==> src/rtl/dec_lut_encoder24bits_clk.sv <==
// Sequential shift-add encoder for the DEC_LUT 24-bit decoder path.
// Computes W = N * K, one multiplicand bit per clock, behind a start/done handshake.
//
// Handshake: a request is accepted on a rising clk edge where start=1 and the
// block is idle (busy=0). N is captured on that edge only. Requests while busy
// are dropped. Exactly N_BITS edges later W is updated and done pulses for one
// cycle. W holds its value between completions.
module dec_lut_encoder24bits_clk #(
   parameter int unsigned        N_BITS = 24,
   parameter int unsigned        K_BITS = 15,
   parameter int unsigned        W_BITS = 39,
   parameter logic [K_BITS-1:0]  K      = 15'd32767
) (
   input  logic              clk,
   input  logic              rst,
   input  logic              start,
   input  logic [N_BITS-1:0] N,
   output logic              busy,
   output logic              done,
   output logic [W_BITS-1:0] W
);

   localparam int unsigned CNT_W = $clog2(N_BITS + 1);
   localparam logic [CNT_W-1:0] LAST_CNT = CNT_W'(N_BITS - 1);

   typedef enum logic {
      IDLE = 1'b0,
      MUL  = 1'b1
   } state_t;

   state_t            state_q, state_d;
   logic [N_BITS-1:0] mcand_q, mcand_d;
   logic [W_BITS-1:0] acc_q, acc_d;
   logic [CNT_W-1:0]  cnt_q, cnt_d;
   logic              busy_q, busy_d;
   logic              done_q, done_d;
   logic [W_BITS-1:0] w_q, w_d;

   // K widened to the accumulator width so the shifted addend never truncates.
   logic [W_BITS-1:0] k_ext;
   logic [W_BITS-1:0] addend;
   logic [W_BITS-1:0] acc_sum;

   assign k_ext   = W_BITS'(K);
   assign addend  = mcand_q[0] ? (k_ext << cnt_q) : '0;
   assign acc_sum = acc_q + addend;

   // Next-state and datapath control; done is a pulse, so it defaults low every cycle.
   always_comb begin
      state_d = state_q;
      mcand_d = mcand_q;
      acc_d   = acc_q;
      cnt_d   = cnt_q;
      busy_d  = busy_q;
      done_d  = 1'b0;
      w_d     = w_q;
      case (state_q)
         IDLE: begin
            if (start) begin
               mcand_d = N;
               acc_d   = '0;
               cnt_d   = '0;
               busy_d  = 1'b1;
               state_d = MUL;
            end
         end
         MUL: begin
            acc_d   = acc_sum;
            mcand_d = mcand_q >> 1;
            cnt_d   = cnt_q + 1'b1;
            if (cnt_q == LAST_CNT) begin
               w_d     = acc_sum;
               done_d  = 1'b1;
               busy_d  = 1'b0;
               state_d = IDLE;
            end
         end
         default: begin
            state_d = IDLE;
         end
      endcase
   end

   // State and datapath registers; reset clears everything including W.
   always_ff @(posedge clk or posedge rst) begin
      if (rst) begin
         state_q <= IDLE;
         mcand_q <= '0;
         acc_q   <= '0;
         cnt_q   <= '0;
         busy_q  <= 1'b0;
         done_q  <= 1'b0;
         w_q     <= '0;
      end else begin
         state_q <= state_d;
         mcand_q <= mcand_d;
         acc_q   <= acc_d;
         cnt_q   <= cnt_d;
         busy_q  <= busy_d;
         done_q  <= done_d;
         w_q     <= w_d;
      end
   end

   assign busy = busy_q;
   assign done = done_q;
   assign W    = w_q;

endmodule

==> config.mk <==
export PLATFORM = sky130hd
export DESIGN_NAME = dec_lut_encoder24bits_clk
export DESIGN_NICKNAME = d
export VERILOG_FILES = /design/src/rtl/dec_lut_encoder24bits_clk.sv
export SDC_FILE = /design/constraint.sdc
export NUM_CORES = 1
export LEC_CHECK = 0
export CAP_MARGIN = 20
export CORE_ASPECT_RATIO = 0.8
export CORE_MARGIN = 2
export CORE_UTILIZATION = 35
export DETAILED_ROUTE_END_ITERATION = 16
export PLACE_DENSITY = 0.56
export SETUP_SLACK_MARGIN = 0.2
export SKIP_LAST_GASP = 1
export SLEW_MARGIN = 20
export SYNTH_ARGS = -nofsm -noshare
export SYNTH_HDL_FRONTEND = slang
export SYNTH_SLANG_ARGS = --single-unit
==> constraint.sdc <==
create_clock -name clk -period 3.9 [get_ports clk]
set_input_delay 0.78 -clock clk [delete_from_list [all_inputs] [get_ports clk]]
set_output_delay 0.78 -clock clk [all_outputs]
set_load 0.05 [all_outputs]
* After elaboration in Yosys (flattened, before gate mapping) *
Cells that the tools add are included.
W data, S select, Z words.

word-level totals
  flip-flop bits (word level) = 110
  output and inout bits = 41
  logic and storage cells = 31

cells by class
  $add $sub $neg = 2
  eq/ne operators = 3
  shifts and indexed selects = 1
  mux-type cells = 15
  bitwise gates (word level) = 1
  reduce and logical (&&, ||, !) cells = 2

operator list
  kind                     count
  $mux W39                 2
  $pmux W39 S2             1
  $pmux W24 S2             1
  $add A39 B39 Y39         1
  $shl A15 B5 Y39 const A  1
  $mux W24                 1
  $pmux W5 S2              1
  $mux W1                  6
  $add A5 B1 Y5 const B    1
  $eq A5 B5 Y1 const B     1
  $mux W5                  1
  $pmux W1 S2              2
  $reduce_and A2 Y1        2
  $ne A2 B1 Y1 const B     1
  $ne A2 B2 Y1 const B     1
  $not A1 Y1               1

* Logic depth before layout (Yosys ltp) *
Gate-level depths: netlist (run 1).

  word-level depth = 4
  gate-level depth with buffers = 16
  depth with buffers taken out = 16

* Worst setup path after synthesis (run 1) *
Ideal clock, no wire load.

  path kind = flip-flop to flip-flop
  start point = register cnt_q[3]
  end point = register w_q[36] (netlist: W[36])
  library setup time = 125 ps
  arrival time = 3576 ps
  path slack = 199 ps
  cell stages (with the launch flop) = 15
  buffers on the path = 4
  cell sequence = dfrtp_1 -> clkbuf_1 -> buf_1 -> clkbuf_1 -> a21oi_1 -> ha_1 -> buf_2 -> and4_1 -> nand2_1 -> or3_1 -> or4_1 -> o21ai_2 -> a41oi_1 -> xnor2_1 -> mux2_2

between the ends
  longest elaborated chain between the ends = 3
  elaborated cells between the ends (all ways) = 5
  those cells by class = add/sub: 1; eq/ne: 1; shift: 1; mux: 1; reduce/logical: 1

ends and longest elaborated chain
  what                    line  RTL
  start, declared         34    logic [CNT_W-1:0] cnt_q, cnt_d;
  start signal, assigned  98    cnt_q <= cnt_d;
  $shl A15 B5 Y39         45    assign addend = mcand_q[0] ? (k_ext << cnt_q) : '0;
  $mux W39                45
  $add A39 B39 Y39        46    assign acc_sum = acc_q + addend;
  end signal, assigned    101   w_q <= w_d;
  end, declared           37    logic [W_BITS-1:0] w_q, w_d;

Parallel ways exist; a longest one is shown, timed or not.
A chain may end at the register's enable or synchronous reset.

* Worst setup path after layout (run 1) *
  start point = register cnt_q[1]
  end point = register w_q[36] (netlist: W[36])

The elaborated chain is that of the path after synthesis.

==> results by group, run 1 <==
Outcome
  – Outcome: complete, no violations

Floorplan
  – # IOs: 68
  – Die Y: 131.2 µm
  – Die X: 163.0 µm
  – Initial core utilization: 0.3574
  – Placeable Area: 19800 µm²
  – Area of the die: 21380 µm²
  – Cell Rows: 46

Job
  – Max-cap violations: 0

Global route
  – Pin count of the biggest net entering global routing: 68
  – First-pass GRT wire length: 30300 µm
  – Gr usage total: 0.1752
  – GRT overflow: 0
  – Number of global-route vias before repair: 5602
  – Initial antenna violation count: 0

Drt
  – Vias per cell: 5.205
  – Via count: 6017
  – Avg WL per Cell: 15.86 µm
  – ANT nets after route: 0
  – Number of remaining DRC errors: 0
  – Final wirelength: 18330 µm
  – Initial DRT Pass Iterations: 5
  – Iteration-0 DRC Markers: 481

Synth
  – Synth Area in Compound Gates: 0.1933
  – EDFF count, synth: 0
  – Synth Net Count: 899
  – Asr flop ratio synth: 1.000
  – Synth Area in Simple Gates: 0.1901
  – Seq cells post-synth: 110
  – Post-synthesis mux area share: 0.06366
  – Distinct cell type count after synthesis: 55
  – Xor/xnor share of the synthesized area: 0.04332
  – Main synth FF type: dfrtp_1
  – Post-Syn Area: 7076 µm²
  – Synthesis Warnings: 0
  – Largest family of logic cells by synthesized area: compound AO/OA/AOI/OAI gates
  – Adder-cell share of the synthesized area: 0.08240
  – Sequential area share after synthesis: 0.3890
  – Syn Area/Cell: 8.566 µm²
  – Cell count after synthesis: 826

CTS
  – Worst-case clock buffer depth: 2
  – CTS root buffer: clkbuf_16
  – CTS Buf Count: 9
  – Htree depth: 3
  – Reg clk slew, reported paths: 0.08 ns
  – Sinks on Clock Net: 110
  – CTS tree: built
  – Cts hold-fix bufs: 0
  – Clk Latency, worst-skew pair: 0.37 ns

Pwr
  – Maximum vdd drop: 0.0002644 V
  – P_leak: 3.954 nW
  – Power Density: 912.9 nW/µm²

Timing
  – Period minus WS final: 3.571 ns
  – Fin. max-slew vios: 0
  – RSZ-0062 raised after global routing: no
  – Final setup viols: 0
  – Hold_ws: 0.4741 ns
  – Setup Skew: 0.01775 ns
  – Relative slew slack: 0.5018
  – Fmax: 280.0 MHz
  – Tcrit/Tclk final: 0.9156
  – Least-Margin Pin Slew: 0.7473 ns
  – Setup TNS: 0 ns
  – Final setup margin: 0.3291 ns
  – Final Hold Violating Endpoints: 0

Critical path
  – Setup CP Type: reg2reg
  – Crit start category: register
  – Worst Path Arrival: 3.82 ns
  – Crit-path max FO: 3
  – Critical Path Sink Type: register
  – Critical Path RT: 4.15 ns

Layout
  – Inserted Diodes: 0
  – Most frequent cells in the layout: nand2_1, dfrtp_1, o21ai_0
  – Final nets: 960
  – Most common cell after layout, fill and taps aside: nand2_1
  – Final core occ: 0.4362
  – Syn-to-layout area delta: 22.07%
  – Filler Cell Count: 1991
  – Layout cells sized above 1: 0.1222

Min path
  – HP Class: reg2reg

Place
  – Pre-CTS WS: 0.09138 ns
  – Hpwl dp: 13410 µm
  – Routability cong.: 0.9230
  – IO buf count: 67
==> where the power goes <==
| part | leakage (nW) | switching (mW) | total [mW] | internal [mW] |
|---|---|---|---|---|
| sequential | 1.38 | 0.319 | 1.99 | 1.67 |
| clock | 0.155 | 0.504 | 0.972 | 0.468 |
| combinational | 2.42 | 2.99 | 4.92 | 1.94 |
| total | 3.95 | 3.81 | 7.88 | 4.08 |
==> worst max-delay path: stages, from the launching register on <==
cell,delay [ns]
dfrtp_1,0.41
ha_2,0.21
inv_2,0.06
ha_1,0.13
inv_1,0.05
nor2_2,0.10
o32ai_1,0.09
and2_1,0.18
ha_4,0.27
and4_4,0.20
nand2_2,0.06
or3_4,0.35
or4_4,0.50
o21ai_4,0.21
a41oi_2,0.18
xnor2_2,0.18
mux2_2,0.27
==> cell type report <==
type | instances | area (µm²) | area share
Clock buffer | 9 | 225.2 | 0.02608
Clock inverter | 7 | 96.34 | 0.01115
Inverter | 19 | 73.82 | 0.008547
Multi-Input combinational cell | 645 | 4215 | 0.4880
Sequential cell | 110 | 2755 | 0.3190
Tap cell | 264 | 330.3 | 0.03824
Timing Repair Buffer | 102 | 940.9 | 0.1089
==> synth_stat cells, types with 4 or more instances <==
library cell	instances	share of area
o211ai_1	4	0.0042
a21o_1	26	0.028
a31oi_1	5	0.0044
nand2_1	160	0.085
ha_1	45	0.080
clkbuf_1	38	0.020
o21a_1	6	0.0064
a211oi_1	5	0.0053
mux2_2	16	0.025
xnor2_1	22	0.027
nand2b_1	8	0.0071
dfrtp_1	110	0.39
mux2i_1	27	0.038
nor3b_1	9	0.0095
inv_1	17	0.0090
a22o_1	7	0.0087
nor2_1	48	0.025
nand3_1	20	0.014
o31ai_1	6	0.0064
a21oi_1	55	0.039
o21ai_0	70	0.050
xor2_1	13	0.016
nor3_1	16	0.011
buf_1	11	0.0058
a21boi_0	5	0.0053
o21bai_1	4	0.0042
nor2b_1	11	0.0097
and3_1	6	0.0053
o22ai_1	4	0.0035
and2_1	6	0.0053
nand4_1	7	0.0062
==> flip-flops by register name, summed over array words and instances, names as in the netlist <==
name,flops
mcand_q,24
acc_q,39
busy,1
cnt_q,5
state_q,1
done,1
W,39
==> metrics by stage <==
stage / cells / power (mW) / cell area [µm²]
after floorplan: 826 / 5.381 / 7077
after CTS: 1154 / 7.769 / 8477
after global placement: 1134 / 6.734 / 8107
final: 1156 / 7.885 / 8637
after global routing: 1156 / 8.553 / 8637
after detailed placement: 1134 / 6.733 / 8107
==> path summary, 6_finish.rpt <==
kind	start	to	slack (ns)	cells after the start
max	cnt_q[1]$_DFFE_PP0P_	W[36]$_DFFE_PP0P_	0.33	16
min	W[13]$_DFFE_PP0P_	W[13]$_DFFE_PP0P_	0.47	2
max reg2reg	cnt_q[1]$_DFFE_PP0P_	W[36]$_DFFE_PP0P_	0.33	16
min reg2reg	W[13]$_DFFE_PP0P_	W[13]$_DFFE_PP0P_	0.47	2
max in group asynchronous	rst	W[29]$_DFFE_PP0P_	2.31	3
min in group asynchronous	rst	W[3]$_DFFE_PP0P_	0.85	2
==> repair_timing <==
action	in CTS	in global routing
pin swaps	1	11
resized for setup	4	33
endpoints found under the setup margin	10	35
cloned	0	0
buffers inserted	4	2
==> layer usage <==
layer,global-route usage,vias to the layer above,wire length [µm]
li1,-,3020,-
met1,0.2774,2857,9816
met2,0.2455,131,7592
met3,0.03314,9,784
met4,0.03245,0,137
met5,0,-,0
==> cell families after synthesis <==
| group | after synthesis |
|---|---|
| xor gates and xnor gates | 35 |
| DFF | 110 |
| adders and majority gates | 46 |
| AOI/OAI and AO/OA | 219 |
| buffers and inverters | 71 |
| muxes | 43 |
| and+or+nand+nor | 302 |
Note: power is estimated with default switching activity, not from simulation.
==> run 2: changes to the inputs <==
--- a/config.mk
+++ b/config.mk
@@ -5,12 +5,14 @@
 export SDC_FILE = /design/constraint.sdc
 export NUM_CORES = 1
 export LEC_CHECK = 0
+export ABC_AREA = 1
 export CAP_MARGIN = 20
 export CORE_ASPECT_RATIO = 0.8
 export CORE_MARGIN = 2
 export CORE_UTILIZATION = 35
 export DETAILED_ROUTE_END_ITERATION = 16
 export PLACE_DENSITY = 0.56
+export REMOVE_ABC_BUFFERS = 1
 export SETUP_SLACK_MARGIN = 0.2
 export SKIP_LAST_GASP = 1
 export SLEW_MARGIN = 20
==> results by group, run 2 <==
Global route
  – First-pass GRT wire length: 36120 µm
  – Number of global-route vias before repair: 6636
  – Pin count of the biggest net entering global routing: 66
  – Gr usage total: 0.2061
  – Initial antenna violation count: 0
  – GRT overflow: 0

Pwr
  – P_sw: 4.199 mW
  – Maximum vdd drop: 0.0004158 V
  – Power Density: 912.3 nW/µm²
  – Internal: 3.740 mW
  – Combinational power share: 0.617
  – Sequential Power Share: 0.263
  – Switching part of the total: 0.5289
  – Clock share of power: 0.119
  – P_leak: 4.472 nW

Drt
  – Avg WL per Cell: 15.40 µm
  – Vias per cell: 4.822
  – Number of remaining DRC errors: 4
  – Via count: 6987
  – Final wirelength: 22310 µm
  – Initial DRT Pass Iterations: 11
  – ANT nets after route: 0
  – Iteration-0 DRC Markers: 549

CTS
  – CTS tree: built
  – Reg clk slew, reported paths: 0.08 ns
  – Worst-case clock buffer depth: 2
  – Clk Latency, worst-skew pair: 0.37 ns
  – CTS Buf Count: 9
  – Post-CTS Setup Bufs: 0
  – CTS root buffer: clkbuf_16
  – Htree depth: 3
  – Sinks on Clock Net: 110

Synth
  – Synth area leaders: dfrtp_1, nand2_1, ha_1, inv_1, nor2_1
  – Main synth FF type: dfrtp_1
  – Seq cells post-synth: 110
  – Sequential area share after synthesis: 0.3681
  – Cell count after synthesis: 1123
  – Commonest cells in the netlist: nand2_1, inv_1, nor2_1
  – Top cell type's share of synthesized area: 0.3681
  – Syn Area/Cell: 6.658 µm²
  – Largest area contributor in the netlist: dfrtp_1
  – EDFF count, synth: 0
  – Distinct cell type count after synthesis: 30
  – Most frequent cell after synthesis: nand2_1
  – Post-Syn Area: 7477 µm²
  – Asr flop ratio synth: 1.000
  – Synthesis Warnings: 0

Critical path
  – Worst path bufs/invs: 3
  – CP max-delay cell: dfrtp_1
  – Family with the most delay on the worst path: simple AND/OR/NAND/NOR gates
  – Critical Path Sink Type: register
  – Crit path cell chain: inv_1, nor2_1, inv_1, nor2_1, inv_1, nor2_1, ha_1, nand2_1, nand3_1, nand2_1, nand2_1, nand2_1, nand3_1, nand2_1, nand3_1, nand3_1, nand2_1
  – CP max stage delay: 0.51 ns
  – Setup CP Type: reg2reg
  – Worst Path Arrival: 3.60 ns
  – Most used cell, CP: nand2_1
  – Crit start category: register
  – Critical Path RT: 4.16 ns
  – Crit-path max FO: 15

Layout
  – Most common cell after layout, fill and taps aside: nand2_1
  – Post-route non-filler standard cell count: 1449
  – Layout cells sized above 1: 0.02373
  – Final nets: 1249
  – Filler Cell Count: 2266
  – Fin area: 8702 µm²
  – Most frequent cells in the layout: nand2_1, inv_1, nor2_1
  – Inserted Diodes: 0
  – Syn-to-layout area delta: 16.38%

Timing
  – RSZ-0062 raised after global routing: no
  – Final setup viols: 0
  – Period minus WS final: 3.338 ns
  – Fmax: 299.5 MHz
  – Tcrit/Tclk final: 0.8560
  – Setup TNS: 0 ns
  – Relative slew slack: 0.3114
  – Setup Skew: 0.009556 ns
  – Fin. max-slew vios: 0
  – Least-Margin Pin Slew: 1.031 ns
  – Final Hold Violating Endpoints: 0

Floorplan
  – Die Y: 134.7 µm
  – Die X: 167.4 µm
  – Cell Rows: 47
  – Initial core utilization: 0.3592
  – Area of the die: 22560 µm²
  – Placeable Area: 20820 µm²
  – # IOs: 68

Outcome
  – Violated checks: design-rule violations
  – Outcome: complete, but fails checks

Min path
  – HP Class: reg2reg

Place
  – Routability cong.: 0.8997
  – Hpwl dp: 16990 µm
  – Dpl cell area: 8412 µm²
  – IO buf count: 67
  – Number of placed cells counting well taps: 1434

Job
  – Max-cap violations: 0
## run 2: changes by cell type in the layout (fill, tap and decap cells not counted), sizes merged, moves of 11 or more
cell | before | now
nand3b | 0 | 11
inv | 20 | 156
buf | 36 | 6
nand3 | 20 | 77
mux2 | 16 | 0
o21ai | 71 | 60
nand2 | 160 | 417
nor2 | 48 | 121
a21oi | 55 | 40
mux2i | 27 | 0
nor2b | 11 | 0
xor2 | 13 | 1
a21o | 26 | 0
## run 2: worst paths after layout
| kind | end | slack, ns | depth (start not counted) | from |
|---|---|---|---|---|
| min reg2reg | W[19]$_DFFE_PP0P_ | 0.48 | 2 | W[19]$_DFFE_PP0P_ |
| min in group asynchronous | mcand_q[23]$_DFFE_PP0P_ | 0.82 | 2 | rst |
| min | W[19]$_DFFE_PP0P_ | 0.48 | 2 | W[19]$_DFFE_PP0P_ |
| max in group asynchronous | cnt_q[4]$_DFFE_PP0P_ | 2.29 | 3 | rst |
| max reg2reg | acc_q[37]$_DFFE_PP0P_ | 0.56 | 17 | mcand_q[0]$_DFFE_PP0P_ |
| max | acc_q[37]$_DFFE_PP0P_ | 0.56 | 17 | mcand_q[0]$_DFFE_PP0P_ |
## run 2: area by class of cell
class,count,area (µm²),share of cell area
clock buffers,9,225.2,0.02588
clock inverters,6,63.81,0.007333
inverters,152,573.1,0.06585
multi-input cells,830,4021,0.4621
flip-flops and latches,110,2754,0.3165
well taps,269,336.6,0.03868
repair buffers,73,728.2,0.08368
## run 2: per-layer routing
metal | vias up | part of all wire | global-route usage
li1 | 3631 | - | -
met1 | 3167 | 0.54 | 0.3304
met2 | 175 | 0.39 | 0.2812
met3 | 14 | 0.062 | 0.03957
met4 | 0 | 0.0093 | 0.04396
met5 | - | 0 | 0
## run 2: worst min-delay path: stages (launching register included)
cell and delay [ns]:
dfrtp_1 0.35, nand2_1 0.05, nand2_1 0.05
## run 2: logic make-up after synthesis
| logic type | Yosys count | synth area share |
|---|---|---|
| xor gates and xnor gates | 17 | 0.01991 |
| AOI/OAI and AO/OA | 127 | 0.09421 |
| and+or+nand+nor | 640 | 0.3447 |
| buffers and inverters | 183 | 0.09505 |
| adders and majority gates | 46 | 0.07798 |
| DFF | 110 | 0.3681 |
## run 2: power groups by stage
stage | clock network [mW] | logic, mW | registers (mW)
CTS | 0.979 | 4.91 | 2.09
finish | 0.946 | 4.90 | 2.09
detailed placement | 0 | 4.89 | 2.10
floorplan | 0 | 2.84 | 2.67
global route | 1.02 | 5.50 | 2.17
global placement | 0 | 4.86 | 2.10
## run 2: timing repair
item,CTS,global route
gates resized for setup,0,1
hold buffers,0,0
endpoints found under the setup margin,0,2
## run 2: metrics by stage
step | utilization | power (mW) | worst slack, ns | hold slack, ns
floorplan | - | 5.510 | 0.2177 | 0.4555
global placement | 0.4041 | 6.959 | 0.5811 | 0.4573
detailed placement | 0.4041 | 6.997 | 0.5566 | 0.4681
CTS | 0.4180 | 7.976 | 0.5244 | 0.4874
global route | 0.4180 | 8.691 | 0.2904 | 0.5113
finish | 0.4180 | 7.939 | 0.5616 | 0.4810
